$ cat config.mk
export PLATFORM = sky130hd
export DESIGN_NAME = rst_seq_ctrl_flat
export DESIGN_NICKNAME = d
export VERILOG_FILES = /design/src/rtl/rst_seq_ctrl_if.sv /design/src/rtl/rst_seq_ctrl.sv /design/src/flat_wrapper.sv
export SDC_FILE = /design/constraint.sdc
export NUM_CORES = 1
export LEC_CHECK = 0
export CAP_MARGIN = 20
export CORE_MARGIN = 2
export CORE_UTILIZATION = 48
export CTS_CLUSTER_SIZE = 25
export DETAILED_ROUTE_END_ITERATION = 10
export PLACE_DENSITY = 0.73
export SETUP_SLACK_MARGIN = 0.5
export SYNTH_ARGS = -nofsm -noshare
export SYNTH_HDL_FRONTEND = slang
export SYNTH_SLANG_ARGS = --single-unit
export TNS_END_PERCENT = 1
$ cat constraint.sdc
create_clock -name i_clkin -period 1.9 [get_ports i_clkin]
set_input_delay 0.285 -clock i_clkin [delete_from_list [all_inputs] [get_ports i_clkin]]
set_output_delay 0.285 -clock i_clkin [all_outputs]
set_load 0.005 [all_outputs]
$ cat src/rtl/rst_seq_ctrl_if.sv
// rtl/rst_seq_ctrl_if.sv - trigger/status bundle between reset requesters and rst_seq_ctrl
//
// Purpose : groups the reset request inputs and the staged reset / status
//           outputs of rst_seq_ctrl so they travel as a single port.
// Signals : i_sw_rst_req  software reset request level (rising edge triggers)
//           i_wdt_rst     watchdog reset pulse (any high cycle triggers)
//           i_ext_rst_n   external reset pin, asynchronous, active-low
//           i_cause_clr   synchronous clear of o_cause
//           o_rst_n       staged active-low domain resets, bit0 released first
//           o_busy        high while any o_rst_n bit is low
//           o_cause       sticky cause {por, ext, wdt, sw}
// Modports: master - the requester side (drives requests, observes status)
//           slave  - the sequencer side (rst_seq_ctrl)

interface rst_seq_ctrl_if #(
    parameter int P_NUM_DOM = 3
) ();

    logic                 i_sw_rst_req;
    logic                 i_wdt_rst;
    logic                 i_ext_rst_n;
    logic                 i_cause_clr;
    logic [P_NUM_DOM-1:0] o_rst_n;
    logic                 o_busy;
    logic [3:0]           o_cause;

    modport master (
        output i_sw_rst_req,
        output i_wdt_rst,
        output i_ext_rst_n,
        output i_cause_clr,
        input  o_rst_n,
        input  o_busy,
        input  o_cause
    );

    modport slave (
        input  i_sw_rst_req,
        input  i_wdt_rst,
        input  i_ext_rst_n,
        input  i_cause_clr,
        output o_rst_n,
        output o_busy,
        output o_cause
    );

endinterface

$ cat src/rtl/rst_seq_ctrl.sv
// rtl/rst_seq_ctrl.sv - staged multi-domain reset sequencer with sticky cause capture
//
// Purpose : holds all domain resets asserted for P_HOLD_CYC cycles after any
//           reset trigger, then releases the domains one at a time, bit0
//           first, P_STEP_CYC cycles apart.  Triggers are a software request
//           rising edge, a watchdog pulse, the synchronized external pin, and
//           the asynchronous power-on reset i_reset.
// Ports   : i_clkin  clock, all logic on its rising edge
//           i_reset  asynchronous active-low power-on reset
//           bus      rst_seq_ctrl_if.slave (requests in, o_rst_n/o_busy/o_cause out)
// Params  : P_HOLD_CYC  all-domain assertion length in cycles (>= 2)
//           P_STEP_CYC  cycles between successive domain releases (>= 1)
//           P_NUM_DOM   number of staged reset outputs (>= 1)

module rst_seq_ctrl #(
    parameter int P_HOLD_CYC = 16,
    parameter int P_STEP_CYC = 4,
    parameter int P_NUM_DOM  = 3
) (
    input  logic           i_clkin,
    input  logic           i_reset,
    rst_seq_ctrl_if.slave  bus
);

    // One counter times both the hold phase and the release steps, so it is
    // sized for whichever terminal count is larger.
    localparam int C_CNT_MAX = (P_HOLD_CYC > P_STEP_CYC) ? P_HOLD_CYC : P_STEP_CYC;
    localparam int C_CNT_W   = (C_CNT_MAX > 1) ? $clog2(C_CNT_MAX) : 1;

    localparam logic [C_CNT_W-1:0] C_HOLD_LAST = C_CNT_W'(P_HOLD_CYC - 1);
    localparam logic [C_CNT_W-1:0] C_STEP_LAST = C_CNT_W'(P_STEP_CYC - 1);

    typedef enum logic [1:0] {
        ST_ASSERT  = 2'd0,
        ST_RELEASE = 2'd1,
        ST_DONE    = 2'd2
    } state_t;

    state_t               r_state;
    logic [C_CNT_W-1:0]   r_cnt;
    logic [P_NUM_DOM-1:0] r_rst_n;
    logic                 r_busy;
    logic [3:0]           r_cause;
    logic                 r_sw_prev;
    logic                 r_ext_meta;
    logic                 r_ext_sync;

    state_t               w_state_nxt;
    logic [C_CNT_W-1:0]   w_cnt_nxt;
    logic [P_NUM_DOM-1:0] w_rst_n_nxt;
    logic [P_NUM_DOM-1:0] w_rst_n_step;
    logic [3:0]           w_cause_nxt;
    logic                 w_sw_rise;
    logic                 w_ext_fall;
    logic                 w_ext_hold;
    logic                 w_trig;

    // ------------------------------------------------------------------
    // Trigger detection
    // ------------------------------------------------------------------
    assign w_sw_rise = bus.i_sw_rst_req & ~r_sw_prev;

    // The sequencer holds ASSERT while either synchronizer stage reads low.
    // Looking at the first stage lets the domains drop on the second edge
    // after the pin falls; looking at the second stage keeps the hold count
    // at zero until the synchronized value itself has returned to 1.
    assign w_ext_hold = ~r_ext_meta | ~r_ext_sync;

    // Only a genuine 1->0 transition of the pin records an ext cause; the
    // synchronizer reading 0 straight out of power-on reset does not.
    assign w_ext_fall = r_ext_sync & ~r_ext_meta;

    assign w_trig = w_sw_rise | bus.i_wdt_rst | w_ext_hold;

    // A set arriving together with a clear wins for its own bit only.
    assign w_cause_nxt = (bus.i_cause_clr ? 4'b0000 : r_cause)
                       | {1'b0, w_ext_fall, bus.i_wdt_rst, w_sw_rise};

    // ------------------------------------------------------------------
    // Next release pattern: the outputs always form a thermometer code
    // growing from bit0, so the next pattern is the current one shifted
    // up with a 1 entering at bit0.  From all-zeros this releases bit0.
    // ------------------------------------------------------------------
    always_comb begin
        w_rst_n_step    = '0;
        w_rst_n_step[0] = 1'b1;
        for (int k = 1; k < P_NUM_DOM; k++) begin
            w_rst_n_step[k] = r_rst_n[k-1];
        end
    end

    // ------------------------------------------------------------------
    // FSM next-state and datapath
    // ------------------------------------------------------------------
    always_comb begin
        w_state_nxt = r_state;
        w_cnt_nxt   = r_cnt;
        w_rst_n_nxt = r_rst_n;

        if (w_trig) begin
            // Any trigger, in any state, restarts the full hold.
            w_state_nxt = ST_ASSERT;
            w_cnt_nxt   = '0;
            w_rst_n_nxt = '0;
        end else begin
            case (r_state)
                ST_ASSERT: begin
                    if (r_cnt == C_HOLD_LAST) begin
                        w_rst_n_nxt = w_rst_n_step;
                        w_cnt_nxt   = '0;
                        // With a single domain, releasing bit0 finishes the sequence.
                        w_state_nxt = (&w_rst_n_step) ? ST_DONE : ST_RELEASE;
                    end else begin
                        w_cnt_nxt = r_cnt + C_CNT_W'(1);
                    end
                end
                ST_RELEASE: begin
                    if (r_cnt == C_STEP_LAST) begin
                        w_rst_n_nxt = w_rst_n_step;
                        w_cnt_nxt   = '0;
                        w_state_nxt = (&w_rst_n_step) ? ST_DONE : ST_RELEASE;
                    end else begin
                        w_cnt_nxt = r_cnt + C_CNT_W'(1);
                    end
                end
                ST_DONE: begin
                    w_cnt_nxt = '0;
                end
                default: begin
                    w_state_nxt = ST_ASSERT;
                    w_cnt_nxt   = '0;
                    w_rst_n_nxt = '0;
                end
            endcase
        end
    end

    // ------------------------------------------------------------------
    // State register
    // ------------------------------------------------------------------
    always_ff @(posedge i_clkin or negedge i_reset) begin
        if (!i_reset) begin
            r_state    <= ST_ASSERT;
            r_cnt      <= '0;
            r_rst_n    <= '0;
            r_busy     <= 1'b1;
            r_cause    <= 4'b1000;
            r_sw_prev  <= 1'b0;
            r_ext_meta <= 1'b0;
            r_ext_sync <= 1'b0;
        end else begin
            r_state    <= w_state_nxt;
            r_cnt      <= w_cnt_nxt;
            r_rst_n    <= w_rst_n_nxt;
            // Registered from the same next value so it falls on the very
            // edge the last domain is released.
            r_busy     <= ~&w_rst_n_nxt;
            r_cause    <= w_cause_nxt;
            r_sw_prev  <= bus.i_sw_rst_req;
            r_ext_meta <= bus.i_ext_rst_n;
            r_ext_sync <= r_ext_meta;
        end
    end

    assign bus.o_rst_n = r_rst_n;
    assign bus.o_busy  = r_busy;
    assign bus.o_cause = r_cause;

    // ------------------------------------------------------------------
    // Structural invariants
    // ------------------------------------------------------------------
    a_busy_matches: assert property (@(posedge i_clkin) disable iff (!i_reset)
        r_busy == ~&r_rst_n);

    // Released bits must be a contiguous run starting at bit0.
    a_in_order: assert property (@(posedge i_clkin) disable iff (!i_reset)
        (r_rst_n & (r_rst_n + P_NUM_DOM'(1))) == '0);

    a_done_all_released: assert property (@(posedge i_clkin) disable iff (!i_reset)
        (r_state == ST_DONE) |-> (&r_rst_n));

endmodule

$ cat src/flat_wrapper.sv
// flat-port wrapper written by rule: the top's interface ports become plain ports
module rst_seq_ctrl_flat 
#(
    parameter int P_HOLD_CYC = 16,
    parameter int P_STEP_CYC = 4,
    parameter int P_NUM_DOM  = 3
)
  (i_clkin, i_reset, bus_i_sw_rst_req, bus_i_wdt_rst, bus_i_ext_rst_n, bus_i_cause_clr, bus_o_rst_n, bus_o_busy, bus_o_cause);
  rst_seq_ctrl_if #(.P_NUM_DOM(P_NUM_DOM)) bus_i ();
  input  logic i_clkin;
  input  logic i_reset;
  input wire logic [$bits(bus_i.i_sw_rst_req)-1:0] bus_i_sw_rst_req;
  input wire logic [$bits(bus_i.i_wdt_rst)-1:0] bus_i_wdt_rst;
  input wire logic [$bits(bus_i.i_ext_rst_n)-1:0] bus_i_ext_rst_n;
  input wire logic [$bits(bus_i.i_cause_clr)-1:0] bus_i_cause_clr;
  output wire logic [$bits(bus_i.o_rst_n)-1:0] bus_o_rst_n;
  output wire logic [$bits(bus_i.o_busy)-1:0] bus_o_busy;
  output wire logic [$bits(bus_i.o_cause)-1:0] bus_o_cause;
  assign bus_i.i_sw_rst_req = bus_i_sw_rst_req;
  assign bus_i.i_wdt_rst = bus_i_wdt_rst;
  assign bus_i.i_ext_rst_n = bus_i_ext_rst_n;
  assign bus_i.i_cause_clr = bus_i_cause_clr;
  assign bus_o_rst_n = bus_i.o_rst_n;
  assign bus_o_busy = bus_i.o_busy;
  assign bus_o_cause = bus_i.o_cause;
  rst_seq_ctrl #(.P_HOLD_CYC(P_HOLD_CYC), .P_STEP_CYC(P_STEP_CYC), .P_NUM_DOM(P_NUM_DOM)) u_core (.i_clkin(i_clkin), .i_reset(i_reset), .bus(bus_i));
endmodule
**Word-level counts from Yosys, hierarchy flattened**

Cells that the tools add are included.

- Reductions and logical operators: 5
- Bitwise gates (word level): 9
- Magnitude comparators: 0
- Multiply operators: 0
- $add $sub $neg: 1
- Muxes and demuxes: 14
- Equal/unequal tests: 7
- Divide/modulo/power cells: 0
- Shifts and indexed selects: 0

Operators by type and width:

| cell | count |
|---|---|
| 2-to-1 mux 4 bit | 4 |
| 2-to-1 mux 3 bit | 3 |
| one-hot mux 3 bit (3 select lines) | 1 |
| 2-to-1 mux 2 bit | 4 |
| one-hot mux 4 bit (2 select lines) | 1 |
| inequality test 3 x 1 -> 1 bit (second input constant) | 2 |
| one-hot mux 2 bit (3 select lines) | 1 |
| AND reduction 3 bit | 2 |
| adder 4 x 1 -> 4 bit (second input constant) | 1 |
| equality test 4 x 2 -> 1 bit (second input constant) | 1 |
| equality test 4 bit (second input constant) | 1 |
| OR 4 x 3 -> 4 bit | 1 |
| NOT 1 bit | 3 |
| OR 1 bit | 3 |
| bitwise AND 1 bit | 2 |
| equality test 2 x 1 -> 1 bit (second input constant) | 1 |
| equality test 2 bit (second input constant) | 1 |
| zero test 2 bit | 1 |
| inequality test 2 x 1 -> 1 bit (second input constant) | 1 |
| AND reduction 2 bit | 1 |
| zero test 1 bit | 1 |

- Memories kept: 0
- Bits in registers: 17
- Logic and storage cells: 44
- Bits in latches: 0
- Output and inout port bits: 8
- RAM bits: 0
- Memory bits (read-only): 0

**Longest topological paths before layout**

Gate-level depths: netlist (run 1).

- Depth in word-level cells: 7
- Mapped depth: 5
- Mapped depth without buffers: 5

**Worst setup path before layout (run 1)**

OpenSTA, ideal clock, no wires.

- Path kind: reg2reg
- Start point: register u_core.r_cnt[0]
- End point: register u_core.r_busy, in the netlist u_core.bus.o_busy
- Library setup time: 88 ps
- Path buffers: 0
- Data required time: 1,812 ps
- Period minus slack after synthesis: 1,449 ps
- Arrival: 1,361 ps
- Stages on the path, launching flop included: 6
- Slack: 451 ps
- Cells stage by stage: dfrtp_1 -> ha_1 -> nand4b_1 -> a21oi_2 -> a21oi_1 -> or3_1

- Word-level cells in the longest chain between the ends: 6
- Elaborated cells between the ends (all ways): 8
- Classes of those cells: eq/ne (2); mux (4); reduce/logical (2)

RTL lines:

| item | line | source |
|---|---|---|
| start, declared | rst_seq_ctrl.sv:40 | `logic [C_CNT_W-1:0] r_cnt;` |
| start signal, assigned | rst_seq_ctrl.sv:153 | `r_cnt <= w_cnt_nxt;` |
| equality test 4 x 2 -> 1 bit or equality test 4 bit (tied branches) | rst_seq_ctrl.sv:118, rst_seq_ctrl.sv:108 |  |
| 2-to-1 mux 3 bit, on equally long branches | rst_seq_ctrl.sv:118, rst_seq_ctrl.sv:108 |  |
| one-hot mux 3 bit (3 select lines) * | rst_seq_ctrl.sv:106 | `case (r_state)` |
| 2-to-1 mux 3 bit * | rst_seq_ctrl.sv:100 | `if (w_trig) begin` |
| AND reduction 3 bit * | rst_seq_ctrl.sv:157 | `r_busy <= ~&w_rst_n_nxt;` |
| zero test 1 bit * | rst_seq_ctrl.sv:157 |  |
| end signal, assigned | rst_seq_ctrl.sv:157 |  |
| end, declared | rst_seq_ctrl.sv:42 | `logic r_busy;` |

Mark *: on every way between the ends. The rest lies on a longest branch, timed or not.
A chain may end at the register's enable or synchronous reset.

**Final worst setup path (run 1)**

- Start point: register u_core.r_rst_n[1], in the netlist u_core.bus.o_rst_n[1]
- End point: output bus_o_rst_n[1]

RTL lines:

| item | line | source |
|---|---|---|
| start, declared | rst_seq_ctrl.sv:41 | `logic [P_NUM_DOM-1:0] r_rst_n;` |
| start signal, assigned | rst_seq_ctrl.sv:154 | `r_rst_n <= w_rst_n_nxt;` |
| end, declared | flat_wrapper.sv:16 | `output wire logic [$bits(bus_i.o_rst_n)-1:0] bus_o_rst_n;` |

No word-level cell between the ends.

==> results of run 1 <==
[synth_stat cells (all sizes together)]
cell | count | area (sq um)
dfrtp | 15 | 375
nor2 | 7 | 26.3
nor2b | 1 | 6.26
o21ai | 4 | 20.0
a311oi | 1 | 8.76
a21oi | 5 | 28.8
a22o | 1 | 8.76
or3 | 1 | 6.26
nand4bb | 1 | 27.5
a21o | 1 | 7.51
ha | 1 | 12.5
dfstp | 2 | 52.6
nand2b | 3 | 18.8
a32oi | 1 | 8.76
nor3 | 1 | 5.00
inv | 6 | 22.5
a22oi | 2 | 15.0
or2 | 1 | 6.26
nand2 | 6 | 22.5
buf | 1 | 11.3
o311a | 1 | 10.0
o31ai | 1 | 7.51
a31oi | 1 | 6.26
nand4b | 2 | 17.5
[area by class of cell]
| cell class | count | area, sq um |
|---|---|---|
| inverters | 6 | 22.5 |
| clock inverters | 1 | 5.00 |
| repair buffers | 14 | 139 |
| fillers | 129 | 552 |
| multi-input cells | 42 | 283 |
| flip-flops and latches | 17 | 428 |
| well taps | 16 | 20.0 |
| clock buffers | 3 | 22.5 |
[placed cells by master, fill, tap and decap left out, drive strengths merged, types with 2 or more instances in the layout]
cell           count
clkbuf             3
dfrtp             15
inv                6
a21oi              5
dfstp              2
nor2               7
nand2b             3
nand4b             2
clkdlybuf4s50     11
o21ai              4
nand2              6
a22oi              2
[power by group through the flow]
stage	clock network [mW]	logic, mW	registers [mW]
6_report	0.187	0.0425	0.377
3_3_place_gp	0	0.0426	0.384
4_1_cts	0.196	0.0436	0.377
2_1_floorplan	0	0.0103	0.384
5_1_grt	0.211	0.0476	0.378
3_5_place_dp	0	0.0433	0.384
[cells by family after synthesis]
group	synth area share (%)
compound gates	16.6
flops	58.5
simple gates	18.6
fa+ha+maj	1.71
buf+inv	4.62
[registers in the layout, indices dropped and copies added, names as in the netlist]
signal and flops:
u_core.r_ext_sync 1, u_core.bus.o_cause 4, u_core.r_sw_prev 1, u_core.bus.o_rst_n 3, u_core.r_state 2, u_core.r_cnt 4, u_core.r_ext_meta 1, u_core.bus.o_busy 1
[worst max-delay path by stage]
stage                                    start                           to  depth (start not counted)
2_1_floorplan        u_core.r_cnt[2]$_DFF_PN0_  u_core.bus.o_busy$_DFF_PN1_                          5
3_3_place_gp                  bus_i_sw_rst_req  u_core.bus.o_busy$_DFF_PN1_                          5
3_5_place_dp                  bus_i_sw_rst_req  u_core.bus.o_busy$_DFF_PN1_                          5
4_1_cts            u_core.bus.o_busy$_DFF_PN1_                   bus_o_busy                          1
5_1_grt              u_core.r_cnt[0]$_DFF_PN0_  u_core.bus.o_busy$_DFF_PN1_                          5
6_report       u_core.bus.o_rst_n[1]$_DFF_PN0_               bus_o_rst_n[1]                          1
[metal layers]
| layer | track usage (%) | routed length (um) |
|---|---|---|
| met5 | 0 | 0 |
| met4 | 9.09 | 15 |
| met3 | 4.26 | 80 |
| met2 | 26.4 | 641 |
| met1 | 20.1 | 615 |
[per-stage QoR]
step | area, sq um | total power, mW | hold WS, ns | instances | setup slack (ns)
2_1_floorplan | 744 | 0.394 | -0.0106 | 66 | 0.518
3_3_place_gp | 891 | 0.426 | 0.401 | 95 | 0.316
3_5_place_dp | 891 | 0.427 | 0.399 | 95 | 0.255
4_1_cts | 917 | 0.617 | 0.313 | 99 | 0.306
5_1_grt | 920 | 0.637 | 0.311 | 99 | 0.292
6_report | 920 | 0.606 | 0.312 | 99 | 0.363
[worst register-to-register path: stages (launching register included)]
cell      delay [ns]
dfrtp_1         0.43
ha_4            0.19
nand4b_1        0.16
a21oi_2         0.26
a21oi_1         0.06
or3_1           0.35
==> flow_metrics.env, run 1 <==
export IMPL_cts_resized_gates=1
export IMPL_firstDrtPassIters=4
export IMPL_start_util_pct=49.7
export IMPL_tightestPinTransition_ns=0.280
export IMPL_cts_sinks=17
export IMPL_pwr_share_comb_pct=7.0
export IMPL_grtUsageTotal_pct=16.4
export IMPL_crit_buf_inv=1
export IMPL_area_delta_synth_final_pct=25.6
export IMPL_r2r_end="u_core.bus.o_busy$_DFF_PN1_"
export IMPL_yosys_warnings=0
export IMPL_cts_setup_buffers=0
export IMPL_worstHoldPathType="in -> async"
export IMPL_p_clk_share_pct=30.8
export IMPL_cts_made_buffers=3
export IMPL_fmax_ghz=0.651
export IMPL_grt_first_pass_wirelength_um=2210
export IMPL_cap_violations=0
export IMPL_dieArea_sq_mm=0.00185
export IMPL_via_count=547
export IMPL_antenna_cells=0
export IMPL_ys_ff_latch=17
export IMPL_ir_worst_vdd_uv=509
export IMPL_crit_family="buffers and inverters"
export IMPL_yosysSeqAreaShare_pct=58.5
export IMPL_drt_antenna_violating_nets=0
export IMPL_critical_path_max_stage_delay_ns=0.54
export IMPL_critPathCaptureType="output port"
export IMPL_drive_gt1_share_pct=13.3
export IMPL_setup_violations=0
export IMPL_avgSynthCellArea_sq_um=11.1
export IMPL_p_sw_share_pct=21.8
export IMPL_layout_nets=91
export IMPL_routed_wl_um=1350
export IMPL_core_sq_mm=0.00147
export IMPL_drc=0
export IMPL_hold_violations=0
export IMPL_gp_congestion=0.735
export IMPL_fin_crit_sh_pct=80.9
export IMPL_internal_power_mw=0.474
export IMPL_power_share_sequential_pct=62.2
export IMPL_timing_rr_start="u_core.r_cnt[0]$_DFF_PN0_"
export IMPL_cp_cell_sequence="clkdlybuf4s50_1"
export IMPL_clk_pin_slew_ns=0.10
export IMPL_syn_cell_area_sq_um=732
export IMPL_die_y_um=43.1
export IMPL_worst_setup_path_type="reg -> out"
export IMPL_synth_cell_types=25
export IMPL_dp_hpwl_um=977
export IMPL_layout_min_cycle_time_ns=1.54
export IMPL_clk_latency_ns=0.28
export IMPL_fin_tns_setup_ns=0
export IMPL_drt_iter0_markers=6
export IMPL_relSlewSlack_pct=81.3
export IMPL_grt_pass1_vias=540
export IMPL_startpoint_type="flop"
export IMPL_critPathMaxFanout=6
export IMPL_reg2regPathDepth=5
export IMPL_wl_per_cell_um=13.7
export IMPL_num_rows=14
export IMPL_grt_ovfl_total=0
export IMPL_post_route_util_pct=62.5
export IMPL_rrSetupSlack_ns=0.38
export IMPL_cts_tree="built"
export IMPL_p_per_area_mw_per_mm2=659
export IMPL_syn_inst=66
export IMPL_io_buffers=13
export IMPL_crit_required_ns=1.62
export IMPL_maxSlewViolCount=0
export IMPL_rsz0062_at_grt="yes"
export IMPL_viasPerCell=5.53
export IMPL_cts_hold_buffers=0
export IMPL_ios=14
export IMPL_leakage_nw=0.373
export IMPL_slowest_stage="clkdlybuf4s50_1"
export IMPL_htree_levels=1
export IMPL_grt_max_degree=18
export IMPL_antenna_found_initial=0
export IMPL_fp_dieW_um=43.1
export IMPL_synth_nets=73
export IMPL_clk_path_buf_depth=2
export IMPL_critPathArrivalTime_ns=1.25
export IMPL_power_switching_mw=0.132
export IMPL_cts_root_buf="clkbuf_4"
export IMPL_status="finished clean"
export IMPL_skew_ns=0.00683
(Power assumes the default switching activity.)
==> run 2, diff against run 1 <==
clock period = 1.6 ns   (was 1.9 ns; I/O delays follow)
==> run 2 against run 1 <==
  * Non-clock buffer count grew 5
  * Setup slack worse by 0.20 ns
  * Total power rose by 20%
  * Clock skew is 0.0026 ns lower
==> flow_metrics.env, run 2 (same netlist as run 1, synthesis figures left out) <==
export IMPL_status="finished clean"
export IMPL_firstDrtPassIters=4
export IMPL_maxSlewViolCount=0
export IMPL_wl_per_cell_um=14.0
export IMPL_setup_violations=0
export IMPL_dp_hpwl_um=1080
export IMPL_cap_violations=0
export IMPL_cts_tree="built"
export IMPL_pwr_share_comb_pct=7.4
export IMPL_cts_sinks=17
export IMPL_layout_nets=96
export IMPL_ir_worst_vdd_uv=622
export IMPL_area_delta_synth_final_pct=31.5
export IMPL_grt_max_degree=12
export IMPL_layout_min_cycle_time_ns=1.44
export IMPL_hold_violations=0
export IMPL_start_util_pct=49.7
export IMPL_drc=0
export IMPL_power_share_sequential_pct=61.7
export IMPL_p_per_area_mw_per_mm2=754
export IMPL_grt_ovfl_total=0
export IMPL_via_count=582
export IMPL_worstHoldPathType="in -> async"
export IMPL_drt_antenna_violating_nets=0
export IMPL_htree_levels=1
export IMPL_startpoint_type="flop"
export IMPL_skew_ns=0.00426
export IMPL_p_sw_share_pct=22.0
export IMPL_most_common_layout_cells="dfrtp_1 (14), clkdlybuf4s50_1 (11), nor2_1 (7)"
export IMPL_critPathCaptureType="flop"
export IMPL_internal_power_mw=0.565
export IMPL_relSlewSlack_pct=77.5
export IMPL_critPathMaxFanout=4
export IMPL_fp_dieW_um=43.1
export IMPL_io_buffers=13
export IMPL_p_clk_share_pct=30.9
export IMPL_dieArea_sq_mm=0.00185
export IMPL_ios=14
export IMPL_gp_congestion=0.752
export IMPL_tightestPinTransition_ns=0.336
export IMPL_critPathArrivalTime_ns=1.65
export IMPL_antenna_cells=0
export IMPL_grtUsageTotal_pct=17.8
export IMPL_power_switching_mw=0.160
export IMPL_core_sq_mm=0.00147
export IMPL_fin_crit_sh_pct=90.0
export IMPL_timing_rr_start="u_core.r_cnt[1]$_DFF_PN0_"
export IMPL_drt_iter0_markers=11
export IMPL_worst_setup_path_type="reg -> reg"
export IMPL_routed_wl_um=1450
export IMPL_grt_pass1_vias=590
export IMPL_clk_path_buf_depth=2
export IMPL_num_rows=14
export IMPL_die_y_um=43.1
export IMPL_drive_gt1_share_pct=19.3
export IMPL_nFillCells=119
export IMPL_viasPerCell=5.60
export IMPL_clk_latency_ns=0.28
export IMPL_rsz0062_at_grt="yes"
export IMPL_cts_made_buffers=3
export IMPL_critPathLaunch="u_core.r_cnt[1]$_DFF_PN0_"
export IMPL_fin_tns_setup_ns=0
export IMPL_total_power_mw=0.725
export IMPL_grt_first_pass_wirelength_um=2400
export IMPL_cts_hold_buffers=0
export IMPL_leakage_nw=0.396
export IMPL_antenna_found_initial=0
export IMPL_crit_required_ns=1.81
export IMPL_fmax_ghz=0.695
export IMPL_clk_pin_slew_ns=0.10
export IMPL_layout_commonest_cell="dfrtp_1"
export IMPL_cts_root_buf="clkbuf_4"
-- run 2: path summary, 6_finish.rpt --
kind / end / slack [ns] / cells past startpoint
setup / recovery: u_core.bus.o_busy$_DFF_PN1_ / 0.16 / 5
hold reg to reg: u_core.r_ext_sync$_DFF_PN0_ / 0.42 / 0
hold / removal: u_core.bus.o_cause[0]$_DFF_PN0_ / 0.21 / 1
setup reg to reg: u_core.bus.o_busy$_DFF_PN1_ / 0.16 / 5
min in group i_clkin: u_core.r_ext_meta$_DFF_PN0_ / 0.39 / 1
max in group asynchronous: u_core.r_state[1]$_DFFE_PN0P_ / 0.93 / 2
-- run 2: per-stage QoR --
step	setup WS, ns	hold WS [ns]	util, %	cells	area, sq um
finish	0.161	0.208	65.4	104	962
global route	0.125	0.227	65.4	104	962
detailed placement	0.0298	0.407	62.1	97	913
global placement	0.0925	0.398	62.1	97	913
CTS	0.157	0.216	65.4	104	962
floorplan	0.265	-0.0556	-	66	752
-- run 2: critical path: stages, from the launching register on --
cell and delay, ns:
dfrtp_1 0.43, ha_4 0.19, nand4bb_4 0.11, o311a_1 0.23
a21oi_1 0.08, or3_1 0.32
-- run 2: final cells by class --
type	count	area (sq um)	area share [%]
sequential	17	429	44.6
multi-input combinational	42	290	30.2
timing repair buffer	19	173	17.9
clock buffer	3	22.5	2.34
inverter	6	22.5	2.34
tap	16	20.0	2.08
clock inverter	1	5.00	0.520
-- run 2: repair_timing --
| action | CTS | global route |
|---|---|---|
| endpoints found under the setup margin | 18 | 18 |
| pin swaps | 1 | 0 |
| gates resized for setup | 3 | 0 |
| buffers inserted | 3 | 0 |
-- run 2: per-layer routing --
metal | global-route usage [%] | vias up | part of all wire, %
met5 | 0 | - | 0
met4 | 12.1 | 0 | 2.6
met3 | 2.98 | 6 | 4.7
met2 | 27.9 | 22 | 52
met1 | 22.5 | 278 | 40
li1 | - | 276 | -
-- run 2: power groups by stage --
stage          Sequential [mW]  Clock, mW  Combinational [mW]
2_1_floorplan            0.455          0              0.0122
3_3_place_gp             0.456          0              0.0519
3_5_place_dp             0.456          0              0.0532
4_1_cts                  0.448      0.234              0.0552
5_1_grt                  0.449      0.249              0.0606
6_report                 0.447      0.224              0.0538
==> run 3, diff against run 2 <==
ABC_AREA = 1   (was default)
CORE_UTILIZATION = 50   (was 48)
PLACE_DENSITY = 0.76   (was 0.73)
==> run 3 against run 2 <==
  * Worst hold slack improved by 0.046 ns
  * Cell area grew 19%
  * Utilization is 8.6 points higher
  * Critical path depth up 2
  * Routed wire length up 32%
  * Register-to-register slack improved by 0.20 ns
  * Clock skew hardly changed
  * Sequential power about the same
  * Fmax is 16% higher
  * First-iteration DRC count unchanged
  * Critical path type unchanged
==> flow_metrics.env, run 3 <==
export IMPL_area_delta_synth_final_pct=35.5
export IMPL_layout_commonest_cell="nand2_1"
export IMPL_via_count=763
export IMPL_grtUsageTotal_pct=22.3
export IMPL_dpl_cell_count=128
export IMPL_wl_per_cell_um=13.2
export IMPL_met3_length_um=70
export IMPL_cts_made_buffers=3
export IMPL_synth_top_area_share_pct=44.6
export IMPL_grt_ovfl_total=0
export IMPL_drc=0
export IMPL_skew_ns=0.00405
export IMPL_critPathArrivalTime_ns=1.48
export IMPL_synth_top_cell_by_area="dfrtp_1"
export IMPL_finalInstanceArea_sq_mm=0.00114
export IMPL_most_common_layout_cells="nand2_1 (17), inv_1 (13), nand3_1 (13), buf_4 (13), dfrtp_1 (11)"
export IMPL_grt_max_degree=18
export IMPL_power_switching_mw=0.164
export IMPL_setup_violations=0
export IMPL_nFillCells=131
export IMPL_maxSlewViolCount=0
export IMPL_pwr_share_comb_pct=7.2
export IMPL_synth_edff_count=0
export IMPL_internal_power_mw=0.565
export IMPL_io_buffers=13
export IMPL_ir_worst_vdd_uv=603
export IMPL_drt_antenna_violating_nets=0
export IMPL_ys_dominant_reg_cell="dfrtp_1"
export IMPL_clk_path_buf_depth=2
export IMPL_worst_setup_path_type="reg -> reg"
export IMPL_fmax_ghz=0.805
export IMPL_stdcell_count=145
export IMPL_layout_min_cycle_time_ns=1.24
export IMPL_cap_violations=0
export IMPL_drive_gt1_share_pct=36.4
export IMPL_status="finished clean"
export IMPL_antenna_cells=0
export IMPL_dp_hpwl_um=1300
export IMPL_dieArea_sq_mm=0.00203
export IMPL_drt_iter0_markers=11
export IMPL_top_layer_used="met4"
export IMPL_firstDrtPassIters=4
export IMPL_die_y_um=45.0
export IMPL_tightestPinTransition_ns=0.247
export IMPL_syn_inst=100
export IMPL_place_ws_ns=0.164
export IMPL_synth_cell_types=22
export IMPL_power_share_sequential_pct=61.3
export IMPL_hold_violations=0
export IMPL_ios=14
export IMPL_viasPerCell=5.26
export IMPL_post_route_util_pct=74.0
export IMPL_syn_cell_area_sq_um=842
export IMPL_synth_common_cells="nand2_1 (21), dfrtp_1 (15), inv_1 (15), nand3_1 (15), nor2_1 (6)"
export IMPL_worstHoldPathType="in -> async"
export IMPL_synthArstFlopShare_pct=100
export IMPL_fin_tns_setup_ns=0
export IMPL_rsz0062_at_grt="yes"
export IMPL_clk_latency_ns=0.29
export IMPL_critPathMaxFanout=4
export IMPL_wl_met1_um=745
export IMPL_p_sw_share_pct=22.4
export IMPL_fp_dieW_um=45.0
export IMPL_routed_wl_met2_um=1060
export IMPL_synthTopCellsByArea="dfrtp_1 (45%), nand2_1 (9.4%), nand3_1 (8.9%)"
export IMPL_crit_required_ns=1.84
export IMPL_clk_pin_slew_ns=0.09
export IMPL_yosysSeqAreaShare_pct=50.8
export IMPL_synth_nets=107
export IMPL_routed_wl_um=1920
export IMPL_yosysMostFrequentCell="nand2_1"
export IMPL_core_sq_mm=0.00154
export IMPL_whs_ns=0.255
export IMPL_critPathCaptureType="flop"
export IMPL_p_per_area_mw_per_mm2=639
export IMPL_cts_tree="built"
export IMPL_fin_crit_sh_pct=77.6
export IMPL_layout_nets=137
export IMPL_antenna_found_initial=0
export IMPL_gp_congestion=0.854
export IMPL_yosys_warnings=0
export IMPL_num_rows=14
export IMPL_avgSynthCellArea_sq_um=8.42
export IMPL_post_dp_cell_area_sq_um=980
export IMPL_ys_ff_latch=17
export IMPL_leakage_nw=0.617
export IMPL_fin_ws_ns=0.358
export IMPL_p_clk_share_pct=31.6
export IMPL_grt_pass1_vias=733
export IMPL_total_power_mw=0.729
export IMPL_cts_root_buf="clkbuf_4"
export IMPL_cts_hold_buffers=0
export IMPL_cts_sinks=17
export IMPL_grt_first_pass_wirelength_um=3080
export IMPL_relSlewSlack_pct=83.5
export IMPL_start_util_pct=54.6
export IMPL_startpoint_type="flop"
export IMPL_htree_levels=1
## run 3: worst paths after layout
path / startpoint / slack (ns) / cells past startpoint / end
setup / recovery: u_core.r_cnt[2]$_DFF_PN0_ / 0.36 / 7 / u_core.r_state[0]$_DFFE_PN0P_
hold / removal: i_reset / 0.25 / 2 / u_core.bus.o_cause[2]$_DFF_PN0_
setup reg to reg: u_core.r_cnt[2]$_DFF_PN0_ / 0.36 / 7 / u_core.r_state[0]$_DFFE_PN0P_
hold reg to reg: u_core.r_ext_meta$_DFF_PN0_ / 0.42 / 0 / u_core.r_ext_sync$_DFF_PN0_
max in group asynchronous: i_reset / 1.10 / 2 / u_core.bus.o_cause[3]$_DFFE_PN1P_
min in group i_clkin: bus_i_ext_rst_n / 0.38 / 1 / u_core.r_ext_meta$_DFF_PN0_
## run 3: area by class of cell
class / instances / area [sq um] / share of cell area, %
Clock buffer: 4 / 26.3 / 2.30
Inverter: 20 / 76.3 / 6.69
Multi-Input combinational cell: 61 / 364 / 31.9
Sequential cell: 17 / 433 / 37.9
Tap cell: 16 / 20.0 / 1.75
Timing Repair Buffer: 27 / 221 / 19.4
## run 3: power by group through the flow
stage          clock network, mW  logic, mW  registers [mW]
5_1_grt                    0.250     0.0585           0.448
6_report                   0.230     0.0522           0.446
3_5_place_dp                   0     0.0523           0.455
4_1_cts                    0.230     0.0530           0.446
2_1_floorplan                  0     0.0123           0.455
3_3_place_gp                   0     0.0510           0.455
## run 3: cell families (layout without fill, tap and decap cells)
kind of cell / count (synthesis) / in the layout / synth area share (%)
AOI/OAI and AO/OA: 5 / 5 / 4.16
xor gates and xnor gates: 2 / 2 / 2.08
adders and majority gates: 1 / 1 / 1.49
buffers and inverters: 22 / 51 / 11.6
DFF: 17 / 17 / 50.8
and+or+nand+nor: 53 / 53 / 29.9
## run 3: worst max-delay path: stages (launching register included)
cell	delay [ns]
dfrtp_2	0.45
nor2_4	0.15
nand2_2	0.10
nand2_2	0.09
o21ai_2	0.07
nor2_2	0.11
nand3_1	0.11
nand2_1	0.08
## run 3: repair_timing
action,in CTS,in global routing
setup buffers,12,1
resized for setup,23,8
setup endpoints to repair,17,18
pin swaps,3,5
## run 3: per-layer routing
metal	GRT usage [%]	vias to the layer above
met5	0	-
met4	12.4	0
met3	3.60	5
met2	40.0	23
met1	24.7	367
li1	-	368
